## src/rtl/vic_pkg.sv

```systemverilog
// Shared VIC constants and arbiter state encoding, common to the register block and the arbiter.
package vic_pkg;
    localparam int NUM_IRQ    = 31;
    localparam int PRIO_WIDTH = 4;
    localparam int VEC_WIDTH  = 5;
    localparam int NEST_DEPTH = 4;

    typedef enum logic [1:0] {
        ST_IDLE    = 2'd0,
        ST_PEND    = 2'd1,
        ST_SERVICE = 2'd2
    } vic_state_e;
endpackage

```

## src/rtl/vic_prio_select.sv

```systemverilog
// Combinational winner search: highest priority among eligible sources, lowest index on a tie.
module vic_prio_select
    import vic_pkg::*;
(
    input  logic [NUM_IRQ-1:0]            elig,
    input  logic [NUM_IRQ*PRIO_WIDTH-1:0] prio_bus,
    output logic                          vld,
    output logic [VEC_WIDTH-1:0]          vec,
    output logic [PRIO_WIDTH-1:0]         prio
);
    logic [PRIO_WIDTH-1:0] cand_s;
    logic                  take_s;

    // Strict greater-than keeps the earlier (lower) index when priorities tie.
    always_comb begin
        prio   = {PRIO_WIDTH{1'b0}};
        vec    = {VEC_WIDTH{1'b0}};
        cand_s = {PRIO_WIDTH{1'b0}};
        take_s = 1'b0;
        for (int n = 0; n < NUM_IRQ; n++) begin
            cand_s = elig[n] ? prio_bus[n*PRIO_WIDTH +: PRIO_WIDTH] : {PRIO_WIDTH{1'b0}};
            take_s = (cand_s > prio);
            prio   = take_s ? cand_s : prio;
            vec    = take_s ? VEC_WIDTH'(n) : vec;
        end
        vld = (prio != {PRIO_WIDTH{1'b0}});
    end
endmodule

```

## src/rtl/vic_irq_arbiter.sv

```systemverilog
// VIC interrupt arbiter: request/ack handshake to the CPU and in-service tracking until EOI.
// Define VIC_NESTING_EN for priority preemption with a NEST_DEPTH-entry in-service stack.
module vic_irq_arbiter
    import vic_pkg::*;
(
    input  logic                          clk,
    input  logic                          rst,
    input  logic [NUM_IRQ-1:0]            i_irq,
    input  logic [NUM_IRQ*PRIO_WIDTH-1:0] i_prio,
    input  logic                          i_enable,
    output logic                          o_irq_req,
    output logic [VEC_WIDTH-1:0]          o_irq_vector,
    input  logic                          i_irq_ack,
    input  logic                          i_eoi,
    output logic                          o_in_service,
    output logic [VEC_WIDTH-1:0]          o_active_vector,
    output logic [2:0]                    o_nest_level
);
`ifdef VIC_NESTING_EN
    localparam int STK_DEPTH = NEST_DEPTH;
`else
    localparam int STK_DEPTH = 1;
`endif

    logic [NUM_IRQ-1:0]    irq_r, raw_s, insvc_s, elig_s;
    logic                  sel_vld_s, win_vld_r, pend_elig_s;
    logic [VEC_WIDTH-1:0]  sel_vec_s, win_vec_r, pend_vec_r, active_vec_r, act_vec_nxt_s;
    logic [PRIO_WIDTH-1:0] sel_prio_s, win_prio_r, pend_prio_r, top_prio_s;
    logic [VEC_WIDTH-1:0]  stk_vec_r  [STK_DEPTH];
    logic [PRIO_WIDTH-1:0] stk_prio_r [STK_DEPTH];
    logic [2:0]            nest_r, nest_nxt_s;
    logic                  push_s, pop_s, load_s, irq_req_r, in_service_r;
    vic_state_e            state_r, state_nxt_s;

    // Eligibility: raw qualifies line/priority/enable, in-service sources are then masked out.
    always_comb begin
        insvc_s    = {NUM_IRQ{1'b0}};
        raw_s      = {NUM_IRQ{1'b0}};
        top_prio_s = {PRIO_WIDTH{1'b0}};
        for (int i = 0; i < STK_DEPTH; i++) begin
            for (int n = 0; n < NUM_IRQ; n++) begin
                insvc_s[n] = insvc_s[n] | ((i < int'(nest_r)) && (stk_vec_r[i] == VEC_WIDTH'(n)));
            end
            top_prio_s = (int'(nest_r) == i + 1) ? stk_prio_r[i] : top_prio_s;
        end
        for (int n = 0; n < NUM_IRQ; n++) begin
            raw_s[n] = irq_r[n] & (i_prio[n*PRIO_WIDTH +: PRIO_WIDTH] != {PRIO_WIDTH{1'b0}}) & i_enable;
        end
        elig_s      = raw_s & ~insvc_s;
        pend_elig_s = raw_s[pend_vec_r];
    end

    vic_prio_select u_sel (
        .elig     (elig_s),
        .prio_bus (i_prio),
        .vld      (sel_vld_s),
        .vec      (sel_vec_s),
        .prio     (sel_prio_s)
    );

    // Input sampling and winner pipeline; the winner is discarded whenever the stack changes.
    always_ff @(posedge clk or negedge rst) begin
        if (!rst) begin
            irq_r      <= {NUM_IRQ{1'b0}};
            win_vld_r  <= 1'b0;
            win_vec_r  <= {VEC_WIDTH{1'b0}};
            win_prio_r <= {PRIO_WIDTH{1'b0}};
        end else begin
            irq_r      <= i_irq;
            win_vld_r  <= sel_vld_s & ~(push_s | pop_s);
            win_vec_r  <= sel_vec_s;
            win_prio_r <= sel_prio_s;
        end
    end

    // State register.
    always_ff @(posedge clk or negedge rst) begin
        if (!rst) begin
            state_r <= ST_IDLE;
        end else begin
            state_r <= state_nxt_s;
        end
    end

    // Next state; ack outranks withdrawal, and a full stack blocks preemption.
    always_comb begin
        state_nxt_s = state_r;
        case (state_r)
            ST_IDLE: begin
                if (win_vld_r) state_nxt_s = ST_PEND;
                else           state_nxt_s = ST_IDLE;
            end
            ST_PEND: begin
                if (i_irq_ack)         state_nxt_s = ST_SERVICE;
                else if (!pend_elig_s) state_nxt_s = (nest_r != 3'd0) ? ST_SERVICE : ST_IDLE;
                else                   state_nxt_s = ST_PEND;
            end
            ST_SERVICE: begin
                if (i_eoi && (nest_r != 3'd0))
                    state_nxt_s = (nest_r == 3'd1) ? ST_IDLE : ST_SERVICE;
                else if (win_vld_r && (win_prio_r > top_prio_s) && (nest_r < 3'(STK_DEPTH)))
                    state_nxt_s = ST_PEND;
                else
                    state_nxt_s = ST_SERVICE;
            end
            default: state_nxt_s = ST_IDLE;
        endcase
    end

    // Output/datapath decode: stack push/pop, vector latch and next top-of-stack vector.
    always_comb begin
        push_s        = (state_r == ST_PEND) & i_irq_ack;
        pop_s         = (state_r == ST_SERVICE) & i_eoi & (nest_r != 3'd0);
        load_s        = (state_r != ST_PEND) & (state_nxt_s == ST_PEND);
        nest_nxt_s    = nest_r + {2'b00, push_s} - {2'b00, pop_s};
        act_vec_nxt_s = active_vec_r;
        if (push_s) begin
            act_vec_nxt_s = pend_vec_r;
        end else if (pop_s) begin
            act_vec_nxt_s = {VEC_WIDTH{1'b0}};
            for (int i = 0; i < STK_DEPTH; i++) begin
                act_vec_nxt_s = (int'(nest_r) == i + 2) ? stk_vec_r[i] : act_vec_nxt_s;
            end
        end else begin
            act_vec_nxt_s = active_vec_r;
        end
    end

    // Registered outputs and in-service stack.
    always_ff @(posedge clk or negedge rst) begin
        if (!rst) begin
            irq_req_r    <= 1'b0;
            pend_vec_r   <= {VEC_WIDTH{1'b0}};
            pend_prio_r  <= {PRIO_WIDTH{1'b0}};
            nest_r       <= 3'd0;
            in_service_r <= 1'b0;
            active_vec_r <= {VEC_WIDTH{1'b0}};
            for (int i = 0; i < STK_DEPTH; i++) begin
                stk_vec_r[i]  <= {VEC_WIDTH{1'b0}};
                stk_prio_r[i] <= {PRIO_WIDTH{1'b0}};
            end
        end else begin
            irq_req_r    <= (state_nxt_s == ST_PEND);
            nest_r       <= nest_nxt_s;
            in_service_r <= (nest_nxt_s != 3'd0);
            active_vec_r <= act_vec_nxt_s;
            if (load_s) begin
                pend_vec_r  <= win_vec_r;
                pend_prio_r <= win_prio_r;
            end
            for (int i = 0; i < STK_DEPTH; i++) begin
                if (push_s && (int'(nest_r) == i)) begin
                    stk_vec_r[i]  <= pend_vec_r;
                    stk_prio_r[i] <= pend_prio_r;
                end
            end
        end
    end

    assign o_irq_req       = irq_req_r;
    assign o_irq_vector    = pend_vec_r;
    assign o_in_service    = in_service_r;
    assign o_active_vector = active_vec_r;
    assign o_nest_level    = nest_r;
endmodule

```

## config.mk

```make
export PLATFORM = sky130hd
export DESIGN_NAME = vic_irq_arbiter
export DESIGN_NICKNAME = d
export VERILOG_FILES = /design/src/rtl/vic_pkg.sv /design/src/rtl/vic_prio_select.sv /design/src/rtl/vic_irq_arbiter.sv
export SDC_FILE = /design/constraint.sdc
export NUM_CORES = 1
export LEC_CHECK = 0
export BUFFER_PORTS_ARGS = -buffer_cell sky130_fd_sc_hd__clkbuf_2
export CAP_MARGIN = 5
export CELL_PAD_IN_SITES_DETAIL_PLACEMENT = 1
export CELL_PAD_IN_SITES_GLOBAL_PLACEMENT = 1
export CORE_MARGIN = 2
export CORE_UTILIZATION = 25
export CTS_CLUSTER_DIAMETER = 150
export CTS_CLUSTER_SIZE = 25
export DETAILED_ROUTE_END_ITERATION = 7
export PLACE_DENSITY_LB_ADDON = 0.1
export SLEW_MARGIN = 10
export SYNTH_ARGS = -nofsm -noshare
export SYNTH_HDL_FRONTEND = slang
export SYNTH_SLANG_ARGS = --single-unit
```

## constraint.sdc

```tcl
create_clock -name clk -period 109.1 [get_ports clk]
set_input_delay 10.91 -clock clk [delete_from_list [all_inputs] [get_ports clk]]
set_output_delay 10.91 -clock clk [all_outputs]
set_load 0.03 [all_outputs]
```

==> results.json <==
{
  "status": "completed",
  "worstMarginPinSlew_ps": 981,
  "met1_usage": 0.276,
  "syn_avg_cell_area_sq_um": 7.47,
  "die-area_sq_um": 44100,
  "path_buf_inv": 18,
  "critPathKind": "input pin to flip-flop",
  "fmax_mhz": 15.5,
  "fp.dieH_microns": 210,
  "h-tree-depth": 3,
  "worst-path-max-fanout": 16,
  "ctsHoldBuffers": 0,
  "crit_family": "compound AO/OA/AOI/OAI gates",
  "hold_violations": 0,
  "reg2reg_from": "stk_vec_r[0]$_DFFE_PN0P_",
  "post_cts_resized": 0,
  "hpwl_microns": 38100,
  "slew_violations": 0,
  "synth_edf_count": 0,
  "finalCritPeriodShare": 0.592,
  "hold_path_class": "flip-flop to flip-flop",
  "synth-main-ff-cell": "dfrtp_1",
  "ys_seq_area_frac": 0.167,
  "cp_slowest_cell": "a21oi_1",
  "start_util": 0.253,
  "grt_busiest_layer": "met2",
  "crit_arrival_ps": 64860,
  "grt_pass1_vias": 12000,
  "r2r_slack_ps": 53830,
  "cts_tree": "built",
  "vias": 11500,
  "syn-cell-area_sq_um": 10600,
  "fp.coreArea_sq_um": 41900,
  "drt_pass1_iterations": 6,
  "grt-ovfl-total": 0,
  "finalSetupViolations": 0,
  "clk_latency_ps": 390,
  "antenna_found_initial": 0,
  "ant_nets": 0,
  "drive_above_1_share": 0.185,
  "cts.sinks": 71,
  "cp-startpoint": "i_enable",
  "grt_usage": 0.206,
  "nets": 1840,
  "fin_skew_ps": 29.6,
  "maxSlewHeadroom": 0.344,
  "grt_pass1_wl_microns": 70300,
  "final_core_util": 0.294,
  "area_growth_syn_to_layout_pct": 16.3,
  "post_cts_buffers": 0,
  "ios": 175,
  "drt-total-wl_microns": 45700,
  "end_kind": "flip-flop",
  "die_w_microns": 210,
  "post-route-cell-area_sq_um": 12300,
  "clk_pin_slew_ps": 90,
  "hold_ws_ps": 473,
  "rows": 75,
  "grt_use_met3": 0.0258,
  "root_buffer": "clkbuf_16",
  "grt_max_degree": 59,
  "cpPeakStageDelay_ps": 720,
  "drtIter0Drc": 484,
  "viasPerCell": 5.43,
  "rsz0062_at_grt": "no",
  "yosys_register_bits": 71,
  "maxCapViolCount": 0,
  "diodes": 0,
  "gr-usage-met2": 0.353,
  "routedWlPerCell_microns": 21.6,
  "gp_congestion": 0.892,
  "min_period_ps": 64640,
  "port_buffers": 174,
  "postPlaceCellArea_sq_um": 12100,
  "tns_ps": 0,
  "numCtsBuffers": 9,
  "async_reset_ff_frac": 1.00,
  "required_ps": 109330,
  "clockBufferDepth": 2,
  "syn_inst": 1420,
  "path_common_cell": "ha_1",
  "ys_warn_count": 0,
  "hold_start": "win_vec_r[0]$_DFF_PN0_",
  "drc": 0,
  "syn-num-nets": 1683,
  "ys_types": 103,
  "cp-start-kind": "input pin"
}
sequential cells by signal (all words and copies together), names as in the netlist, 4 cells and up:
signal,flops
stk_vec_r,5
win_vec_r,5
win_prio_r,4
o_active_vector,5
o_irq_vector,5
stk_prio_r,4
pend_prio_r,4
irq_r,31
logic make-up after synthesis:
logic type | Yosys count | synth area share
and+or+nand+nor | 620 | 0.294
AOI/OAI and AO/OA | 435 | 0.298
buffers and inverters | 128 | 0.0492
adders and majority gates | 109 | 0.128
DFF | 71 | 0.167
muxes | 56 | 0.0628
xor gates and xnor gates | 1 | 0.000825
stage by stage:
stage / cells / setup WS [ps]
2_1_floorplan: 1420 / 52430
3_3_place_gp: 2105 / 45620
3_5_place_dp: 2105 / 44480
4_1_cts: 2120 / 44690
5_1_grt: 2120 / 39670
6_report: 2120 / 44460
cell type report:
cell class | instances | area (sq um)
Tap cell | 539 | 674
Sequential cell | 71 | 1780
Inverter | 90 | 338
Multi-Input combinational cell | 1221 | 8320
Clock inverter | 5 | 58.8
Fill cell | 5179 | 29600
Clock buffer | 10 | 229
Timing Repair Buffer | 184 | 948
per-layer routing:
layer / part of all wire / vias to the layer above
met4: 0.019 / 0
met3: 0.034 / 36
li1: - / 5660
met5: 0 / -
met1: 0.48 / 5616
met2: 0.47 / 207
placed cells by master (no fill, tap or decap), types with 61 or more instances in the layout:
| master | synthesis | layout |
|---|---|---|
| nand2_1 | 190 | 190 |
| clkbuf_2 | 1 | 173 |
| nor2_1 | 114 | 114 |
| ha_1 | 102 | 102 |
| a21oi_1 | 93 | 93 |
| inv_1 | 89 | 89 |
| dfrtp_1 | 71 | 71 |
| o21ai_0 | 67 | 67 |
| nand3_1 | 65 | 65 |
| and2_1 | 61 | 61 |
synthesized netlist by cell type, types with 16 or more instances:
| cell | instances | area share |
|---|---|---|
| o21ai_0 | 67 | 0.032 |
| inv_1 | 89 | 0.031 |
| nor3_1 | 23 | 0.011 |
| nor4_1 | 20 | 0.012 |
| o21a_1 | 28 | 0.020 |
| or4_1 | 19 | 0.013 |
| nor2_1 | 114 | 0.040 |
| mux2i_1 | 18 | 0.017 |
| dfrtp_1 | 71 | 0.17 |
| a31oi_1 | 21 | 0.012 |
| a21oi_1 | 93 | 0.044 |
| nand2b_1 | 16 | 0.0094 |
| mux2_2 | 32 | 0.034 |
| nand3_1 | 65 | 0.031 |
| buf_2 | 17 | 0.0080 |
| and3_1 | 17 | 0.010 |
| nand2_1 | 190 | 0.067 |
| nor2b_1 | 26 | 0.015 |
| and2_1 | 61 | 0.036 |
| ha_1 | 102 | 0.12 |
| o211ai_1 | 27 | 0.019 |
final timing paths:
path                       depth (start not counted)                           to
max                                              256       win_vec_r[4]$_DFF_PN0_
min                                                1  o_irq_vector[0]$_DFFE_PN0P_
max reg2reg                                      254       win_vec_r[4]$_DFF_PN0_
min reg2reg                                        1  o_irq_vector[0]$_DFFE_PN0P_
max in group asynchronous                          2  o_irq_vector[1]$_DFFE_PN0P_
min in group asynchronous                          1           irq_r[5]$_DFF_PN0_
worst register-to-register path: cells and delay by family (launching register included):
kind                       cells  cell delay (ps)
muxes                          8             2890
DFF                            1              700
AOI/OAI and AO/OA            124            26100
adders and majority gates     35            10430
and+or+nand+nor               71            13250
buffers and inverters         16             1790
Power is left out: the tool's default activity adds up to more than one toggle a clock period on the data nets, which glitch-free logic cannot reach.
